## src/rtl/serial_adder.sv

```systemverilog
// -----------------------------------------------------------------------------
// serial_adder
//   Bit-serial adder/subtractor. One full-adder slice and a carry flop process
//   the operands LSB first, one bit per clock. A WIDTH-bit operation takes
//   WIDTH clocks in RUN, followed by a one-cycle DONE.
//
// Ports
//   clk       in   1      rising-edge clock
//   reset     in   1      synchronous, active-high; aborts any operation
//   start     in   1      request an operation (accepted in IDLE or DONE)
//   sub       in   1      0: a+b, 1: a-b (sampled with start)
//   a, b      in   WIDTH  operands (sampled with start)
//   busy      out  1      high while the serial slice is running
//   done      out  1      one-cycle pulse; result outputs valid from here on
//   sum       out  WIDTH  result modulo 2^WIDTH
//   cout      out  1      carry out of MSB (sub: 1 means no borrow)
//   overflow  out  1      signed overflow of the last completed operation
// -----------------------------------------------------------------------------
module serial_adder #(
    parameter int WIDTH = 8
) (
    input  logic             clk,
    input  logic             reset,
    input  logic             start,
    input  logic             sub,
    input  logic [WIDTH-1:0] a,
    input  logic [WIDTH-1:0] b,
    output logic             busy,
    output logic             done,
    output logic [WIDTH-1:0] sum,
    output logic             cout,
    output logic             overflow
);

    localparam int CW = (WIDTH > 1) ? $clog2(WIDTH) : 1;
    localparam logic [CW-1:0] LAST_BIT = CW'(WIDTH - 1);

    typedef enum logic [1:0] {
        S_IDLE = 2'd0,
        S_RUN  = 2'd1,
        S_DONE = 2'd2
    } state_t;

    state_t state_q, state_d;

    logic [WIDTH-1:0] a_sh_q, a_sh_d;
    logic [WIDTH-1:0] b_sh_q, b_sh_d;
    logic [WIDTH-1:0] res_sh_q, res_sh_d;
    logic             carry_q, carry_d;
    logic [CW-1:0]    cnt_q, cnt_d;
    logic [WIDTH-1:0] sum_q, sum_d;
    logic             cout_q, cout_d;
    logic             ovf_q, ovf_d;

    logic             s_bit;
    logic             c_bit;

    // Single full-adder slice: returns {carry_out, sum_bit}.
    function automatic logic [1:0] full_add(input logic x, input logic y, input logic c);
        full_add = {(x & y) | (x & c) | (y & c), x ^ y ^ c};
    endfunction

    always_comb begin
        {c_bit, s_bit} = full_add(a_sh_q[0], b_sh_q[0], carry_q);
    end

    // State register
    always_ff @(posedge clk) begin
        if (reset) begin
            state_q <= S_IDLE;
        end else begin
            state_q <= state_d;
        end
    end

    // Next-state logic
    always_comb begin
        state_d = state_q;
        case (state_q)
            S_IDLE:  if (start) state_d = S_RUN;
            S_RUN:   if (cnt_q == LAST_BIT) state_d = S_DONE;
            S_DONE:  state_d = start ? S_RUN : S_IDLE;
            default: state_d = S_IDLE;
        endcase
    end

    // Outputs decoded from state / registered result
    always_comb begin
        busy     = (state_q == S_RUN);
        done     = (state_q == S_DONE);
        sum      = sum_q;
        cout     = cout_q;
        overflow = ovf_q;
    end

    // Datapath next-value logic
    always_comb begin
        a_sh_d   = a_sh_q;
        b_sh_d   = b_sh_q;
        res_sh_d = res_sh_q;
        carry_d  = carry_q;
        cnt_d    = cnt_q;
        sum_d    = sum_q;
        cout_d   = cout_q;
        ovf_d    = ovf_q;
        case (state_q)
            S_IDLE, S_DONE: begin
                if (start) begin
                    // Subtraction is a + ~b + 1: invert B and seed the carry.
                    a_sh_d   = a;
                    b_sh_d   = sub ? ~b : b;
                    res_sh_d = '0;
                    carry_d  = sub;
                    cnt_d    = '0;
                end
            end
            S_RUN: begin
                a_sh_d   = a_sh_q >> 1;
                b_sh_d   = b_sh_q >> 1;
                res_sh_d = {s_bit, res_sh_q[WIDTH-1:1]};
                carry_d  = c_bit;
                if (cnt_q == LAST_BIT) begin
                    // carry_q is the carry into the MSB slice at this point.
                    sum_d  = {s_bit, res_sh_q[WIDTH-1:1]};
                    cout_d = c_bit;
                    ovf_d  = carry_q ^ c_bit;
                end else begin
                    cnt_d = cnt_q + 1'b1;
                end
            end
            default: ;
        endcase
    end

    always_ff @(posedge clk) begin
        if (reset) begin
            a_sh_q   <= '0;
            b_sh_q   <= '0;
            res_sh_q <= '0;
            carry_q  <= 1'b0;
            cnt_q    <= '0;
            sum_q    <= '0;
            cout_q   <= 1'b0;
            ovf_q    <= 1'b0;
        end else begin
            a_sh_q   <= a_sh_d;
            b_sh_q   <= b_sh_d;
            res_sh_q <= res_sh_d;
            carry_q  <= carry_d;
            cnt_q    <= cnt_d;
            sum_q    <= sum_d;
            cout_q   <= cout_d;
            ovf_q    <= ovf_d;
        end
    end

endmodule
```

## config.mk

```make
export PLATFORM = sky130hd
export DESIGN_NAME = serial_adder
export DESIGN_NICKNAME = d
export VERILOG_FILES = /design/src/rtl/serial_adder.sv
export SDC_FILE = /design/constraint.sdc
export NUM_CORES = 1
export LEC_CHECK = 0
export CORE_MARGIN = 5
export CORE_UTILIZATION = 54
export DETAILED_ROUTE_END_ITERATION = 8
export PLACE_DENSITY = 0.8
export SETUP_SLACK_MARGIN = 0.4
export SYNTH_ARGS = -nofsm -noshare
export SYNTH_HDL_FRONTEND = slang
export SYNTH_SLANG_ARGS = --single-unit
```

## constraint.sdc

```tcl
create_clock -name clk -period 3.7 [get_ports clk]
set_input_delay 0.74 -clock clk [delete_from_list [all_inputs] [get_ports clk]]
set_output_delay 0.74 -clock clk [all_outputs]
set_load 0.02 [all_outputs]
```

==> results.cfg <==
[critical_path]
worst_path_max_delay_cell = sky130_fd_sc_hd__clkdlybuf4s50_1
critical_path_required_ps = 2960
worstPathArrival_ps = 1990
worstSetupPathType = reg2out
timing.critical_path.cells = nand2b_1 > buf_4 > inv_4 > clkdlybuf4s50_1
critical_path.endpoint_type = primary output
critPathMaxStageDelay_ps = 650
timing.critical_path.fanout_max = 25
reg2reg_slack_ps = 1980
cp-start-kind = register

[detailed_routing]
drt-wirelength-per-cell_um = 13.57
post_drt_antenna_nets = 0
number_of_drc_markers_in_iteration_0 = 94
drt-total-wl_um = 3337
drt_first_pass_iters = 4
drc = 0
post_drt_via_cell_ratio = 5.756
via_count = 1416

[place]
buffer_ports.inserted = 31
preCtsSetupSlack_ps = 1165
hpwl_um = 2247
gpl.final_weighted_congestion = 0.7709

[job]
drv_cap = 0

[logic_synthesis]
synth_seq_area_share_pct = 47.71
syn-mean-instance-area_um2 = 8.705
yosysWarningCount = 0
yosys_register_bits = 39
syn_area_um2 = 1637
netlist-cell-type-count = 22
postSynthNetCount = 211
synth_cells = 188

[layout]
finish.net_count = 235
num-fill-cells = 256
layout-area-overhead-vs-synth_pct = 20.18
antenna-diode-count = 0
share_of_cells_above_drive_strength_1_pct = 4.695
register_area_um2 = 780.7
multi_input_comb_area_um2 = 744.5

[floorplan]
die-area_um2 = 4232
core-area_um2 = 2978
initial_core_utilization_pct = 54.96
rows = 20
ios = 32
die_width_um = 65.05
die_y_um = 65.05

[timing]
max-slew-margin-rel_pct = 25.63
setup_tns_final_ps = 0
final_period_minus_worst_setup_slack_ps = 2727
report.final.setup_viol = 0
finalMaxSlewViolations = 0
fmax_mhz = 366.8
hold_slack_final_ps = 457.3
final.setup_skew_ps = 6.694
timing_worst_slew_pin_value_ps = 1113
layout_worst_path_cycle_share_pct = 73.69
rsz0062_at_grt = no
count_of_endpoints_failing_hold_in_the_final_timing_report = 0
worst_slack_ps = 973.4

[global_route]
grt-ovfl-total = 0
grt_first_pass_wirelength_um = 5706
antenna_found_initial = 0
grt_start_max_net_pins = 40
grt.total_usage_pct = 17.49
grt_pass1_vias = 1378

[clocking]
postCtsHoldBufs = 0
clk_pin_slew_worst_paths_ps = 110
cts_sinks = 39
ctsLongestPathBuffers = 2
clk_latency_ps = 350
htree_num_levels = 2
numCtsBuffers = 5
cts.repair.resized = 0
tritoncts = built
cts_post_setup_buffers_inserted = 0
cell_at_the_root_of_the_clock_tree = sky130_fd_sc_hd__clkbuf_4

[power_and_ir_drop]
total_switching_power_uw = 199.2
static-leakage-power_uw = 0.0006861
share_of_power_burned_in_registers_pct = 56.5
ir_worst_vdd_uv = 307.1
share_clk_of_total_power_pct = 30.8
internal_power_uw = 593.1
power_switching_share_pct = 25.14
power.density_nw_per_um2 = 402.8
comb_power_share_pct = 12.6

[outcome]
run_status = complete, no violations

[worst_hold_path]
timing.hold.worst.class = reg2reg
## cells by family after synthesis
kind of cell	synth area share, %
DFF	47.71
xor gates and xnor gates	4.817
adders and majority gates	2.752
and+or+nand+nor	19.27
AOI/OAI and AO/OA	18.65
buffers and inverters	6.804
## per-stage QoR
stage / utilization, % / instances / instance area [um2] / power [uW]
5_1_grt: 66.05 / 246 / 1967 / 832.4
6_report: 66.05 / 246 / 1967 / 792.3
3_3_place_gp: 63.74 / 238 / 1898 / 550.0
3_5_place_dp: 63.74 / 238 / 1898 / 556.4
2_1_floorplan: - / 188 / 1637 / 527.8
4_1_cts: 66.05 / 246 / 1967 / 797.8
## sequential cells by signal, summed over array words and instances, names as in the netlist
signal    flops
sum           8
carry_q       1
res_sh_q      7
b_sh_q        8
cnt_q         3
overflow      1
cout          1
a_sh_q        8
state_q       2
## placed cells by master, fill, tap and decap left out, types with 2 or more instances in the layout
cell                              count
sky130_fd_sc_hd__a22oi_1             15
sky130_fd_sc_hd__nor2_1               2
sky130_fd_sc_hd__buf_4                2
sky130_fd_sc_hd__ha_1                 2
sky130_fd_sc_hd__nand3_1             27
sky130_fd_sc_hd__nand2b_1             3
sky130_fd_sc_hd__xor2_1               8
sky130_fd_sc_hd__clkbuf_4             5
sky130_fd_sc_hd__dfxtp_1             39
sky130_fd_sc_hd__nand2_1             29
sky130_fd_sc_hd__a21oi_1             37
sky130_fd_sc_hd__clkdlybuf4s50_1     31
sky130_fd_sc_hd__clkbuf_8             2
sky130_fd_sc_hd__nor2b_1              2
## power by group through the flow
stage	sequential, uW	combinational (uW)	clock (uW)
after CTS	448	99.9	250
after floorplan	454	73.6	0
after global placement	456	94.0	0
final	448	100	244
after global routing	451	110	272
after detailed placement	457	99.3	0
## area by class of cell
| cell class | instances | share of cell area [%] |
|---|---|---|
| flip-flops and latches | 39 | 39.69 |
| multi-input cells | 132 | 37.85 |
| repair buffers | 33 | 16.54 |
| clock buffers | 8 | 3.499 |
| well taps | 33 | 2.099 |
| inverters | 1 | 0.3181 |
## final timing paths
kind,depth (start not counted),from,end
setup / recovery,4,state_q[0]$_SDFFE_PP0P_,busy
hold / removal,2,sum[3]$_SDFFE_PP0P_,sum[3]$_SDFFE_PP0P_
setup reg to reg,3,state_q[0]$_SDFFE_PP0P_,b_sh_q[6]$_SDFFE_PP0P_
hold reg to reg,2,sum[3]$_SDFFE_PP0P_,sum[3]$_SDFFE_PP0P_
## cells in the mapped netlist
library cell | instances | area share, %
sky130_fd_sc_hd__nand3b_1 | 1 | 0.46
sky130_fd_sc_hd__inv_4 | 1 | 0.38
sky130_fd_sc_hd__xor2_1 | 8 | 4.3
sky130_fd_sc_hd__nand2_1 | 29 | 6.7
sky130_fd_sc_hd__buf_2 | 6 | 1.8
sky130_fd_sc_hd__a22oi_1 | 15 | 6.9
sky130_fd_sc_hd__nand3_1 | 27 | 8.3
sky130_fd_sc_hd__nor2b_1 | 2 | 0.76
sky130_fd_sc_hd__nor3b_1 | 1 | 0.46
sky130_fd_sc_hd__or3b_1 | 1 | 0.54
sky130_fd_sc_hd__ha_1 | 2 | 1.5
sky130_fd_sc_hd__nand2b_1 | 3 | 1.1
sky130_fd_sc_hd__nor2_1 | 2 | 0.46
sky130_fd_sc_hd__a21oi_1 | 37 | 11
sky130_fd_sc_hd__fa_1 | 1 | 1.2
sky130_fd_sc_hd__buf_6 | 4 | 2.8
sky130_fd_sc_hd__clkbuf_1 | 4 | 0.92
sky130_fd_sc_hd__xnor2_1 | 1 | 0.54
sky130_fd_sc_hd__a211oi_1 | 1 | 0.46
sky130_fd_sc_hd__and3b_1 | 1 | 0.54
sky130_fd_sc_hd__buf_4 | 2 | 0.92
sky130_fd_sc_hd__dfxtp_1 | 39 | 48
## routing by layer
| metal | vias up | global-route usage [%] | part of all wire [%] |
|---|---|---|---|
| li1 | 700 | - | - |
| met1 | 664 | 17.80 | 42 |
| met2 | 45 | 32.06 | 50 |
| met3 | 7 | 4.333 | 6.0 |
| met4 | 0 | 10.10 | 2.4 |
| met5 | - | 0 | 0 |
## worst max-delay path, delay by kind of cell (launching register included)
kind                   cells  cell delay, ps
buffers and inverters      3            1090
and+or+nand+nor            1              80
DFF                        1             450
Note: power is estimated with default switching activity, not from simulation.
==> RTL change (same flow settings) <==
Add an input register stage for `start`, `sub`, `a` and `b`; this delays them by one clock. Comments in the files are not updated.
--- a/src/rtl/serial_adder.sv
+++ b/src/rtl/serial_adder.sv
@@ -42,4 +42,16 @@
     } state_t;
 
+    logic start_q;
+    logic sub_q;
+    logic [WIDTH-1:0] a_q;
+    logic [WIDTH-1:0] b_q;
+
+    always_ff @(posedge clk) begin
+        start_q <= start;
+        sub_q   <= sub;
+        a_q     <= a;
+        b_q     <= b;
+    end
+
     state_t state_q, state_d;
 
@@ -78,7 +90,7 @@
         state_d = state_q;
         case (state_q)
-            S_IDLE:  if (start) state_d = S_RUN;
+            S_IDLE:  if (start_q) state_d = S_RUN;
             S_RUN:   if (cnt_q == LAST_BIT) state_d = S_DONE;
-            S_DONE:  state_d = start ? S_RUN : S_IDLE;
+            S_DONE:  state_d = start_q ? S_RUN : S_IDLE;
             default: state_d = S_IDLE;
         endcase
@@ -106,10 +118,10 @@
         case (state_q)
             S_IDLE, S_DONE: begin
-                if (start) begin
+                if (start_q) begin
                     // Subtraction is a + ~b + 1: invert B and seed the carry.
-                    a_sh_d   = a;
-                    b_sh_d   = sub ? ~b : b;
+                    a_sh_d   = a_q;
+                    b_sh_d   = sub_q ? ~b_q : b_q;
                     res_sh_d = '0;
-                    carry_d  = sub;
+                    carry_d  = sub_q;
                     cnt_d    = '0;
                 end
Behaviour: not the same (Yosys sat finds a counterexample within 4 cycles, from zero or initial values and one cycle with reset high).
==> RTL change against the original RTL <==
- clock power is 97% higher
- maximum frequency is 2.2% higher
- hold slack worse by 0.028 ns
- first-iteration DRC count is 21% higher
- global-route usage is 3.4 points lower
- critical path type unchanged
- critical path depth stayed put
- wire length is 0.57% lower
- synthesized cell count is 9.6% higher
- worst setup slack better by 0.059 ns
- sequential cell count is 18 higher
- total power is 56% higher
- cell area is 24% higher
- synthesized area is 22% higher
==> RTL change: results (changes against the original RTL) <==
stage,metric,value,unit,change
yosys,register area share after synthesis,57.0,%,+9.3 points
routing,initial DRC count,114,,+21%
place,routability cong.,0.768,,-0.32%
global_route,largest net degree at the start of global routing,40,,unchanged
global_route,first-pass GRT wire length,5500,µm,-3.6%
clock_network,clk slew on worst S/H paths,0.06,ns,-0.05 ns
yosys,Unique masters post-synth,23,,+4.5%
place,HPWL Detailed,2110,µm,-6.0%
critical_path,"reg-to-reg slack, setup",2.00,ns,+0.02 ns
run_status,outcome,finished clean,,
power_and_ir_drop,Max VDD drop,304,µV,-1.1%
yosys,"top cells by area, synth","dfxtp_1 57%, a21oi_1 9.3%, nand3_1 6.8%, a22oi_1 5.6%, nand2_1 5.4%",,
worst_hold_path,min-delay src,a_q[7],,
critical_path,critical path arrival,1.93,ns,-0.06 ns
yosys,Syn Nets,229,,+8.5%
finish,layout cells sized above 1,5.91,%,+1.2 points
routing,Wirelength per Cell,11.6,µm,-14%
power_and_ir_drop,leakage power,0.000882,µW,+29%
clock_network,CTS Root Cell,clkbuf_8,,
sta,fin crit period,2.67,ns,-0.0585 ns
global_route,GRT Total Usage,14.1,%,-3.4 points
clock_network,htree depth,3,,+1
finish,Nets,257,,+9.4%
place,Placement Setup Slack,1.38,ns,+0.218 ns
yosys,most common library cells after synthesis,"57 x dfxtp_1, 37 x a21oi_1, 29 x nand2_1",,
clock_network,Clock Latency Late Sink,0.32,ns,-0.03 ns
worst_hold_path,Hold EP,a_sh_q[7],,
global_route,vias in the first global route,1278,,-7.3%
clock_network,CTS Buf Count,9,,+4
critical_path,Worst R2R End,a_sh_q[0],,
## RTL change: changes by cell type after synthesis
cell,unedited run,this run
buf_1,0,1
buf_4,2,3
clkbuf_1,4,2
dfxtp_1,39,57
## RTL change: how the worst max path moves through the flow
| stage | startpoint | to | cells past startpoint |
|---|---|---|---|
| floorplan | state_q[1] | busy | 4 |
| global placement | state_q[0] | busy | 4 |
| detailed placement | state_q[0] | busy | 4 |
| CTS | state_q[0] | busy | 4 |
| global route | state_q[0] | busy | 4 |
| finish | state_q[0] | busy | 4 |
## RTL change: layer usage
layer  global-route usage [%]  wire length, µm  up-vias
met5                        0                0        -
met4                     8.14               69        0
met3                     6.39              238        6
met2                     22.0             1500       36
met1                     15.8             1510      649
li1                         -                -      763
## RTL change: kinds of logic (layout without fill, tap and decap cells)
kind of cell    count (synthesis)  after routing  synth area share [%]
fa+ha+maj                       3              3                  2.25
compound gates                 53             53                  15.3
xor+xnor                        9              9                  3.94
flops                          57             57                  57.0
buf+inv                        17             48                  5.75
simple gates                   67             67                  15.8
## RTL change: worst register-to-register path: stages, from the launching register on
cell     delay, ns
dfxtp_1       0.36
nor2b_1       0.88
a22oi_1       0.18
a21oi_1       0.20
## RTL change: area by class of cell
class	count	area [µm²]
well taps	48	60.1
flip-flops and latches	57	1140
repair buffers	33	325
clock buffers	14	163
inverters	1	6.26
fillers	320	1190
multi-input cells	132	744
## RTL change: per-stage QoR
step	instance area [µm²]	instances	util, %	total power, µW	hold slack, ns
final	2440	285	67.1	1230	0.429
after global routing	2440	285	67.1	1300	0.471
after CTS	2440	285	67.1	1250	0.434
after detailed placement	2280	271	62.7	767	0.428
after global placement	2280	271	62.7	764	0.426
after floorplan	2000	206	-	740	0.417
## RTL change: power breakdown
group          internal (µW)  total (µW)  switching (µW)
Clock                    273         480             208
Combinational           44.7        95.0            50.3
Sequential               642         658            15.8
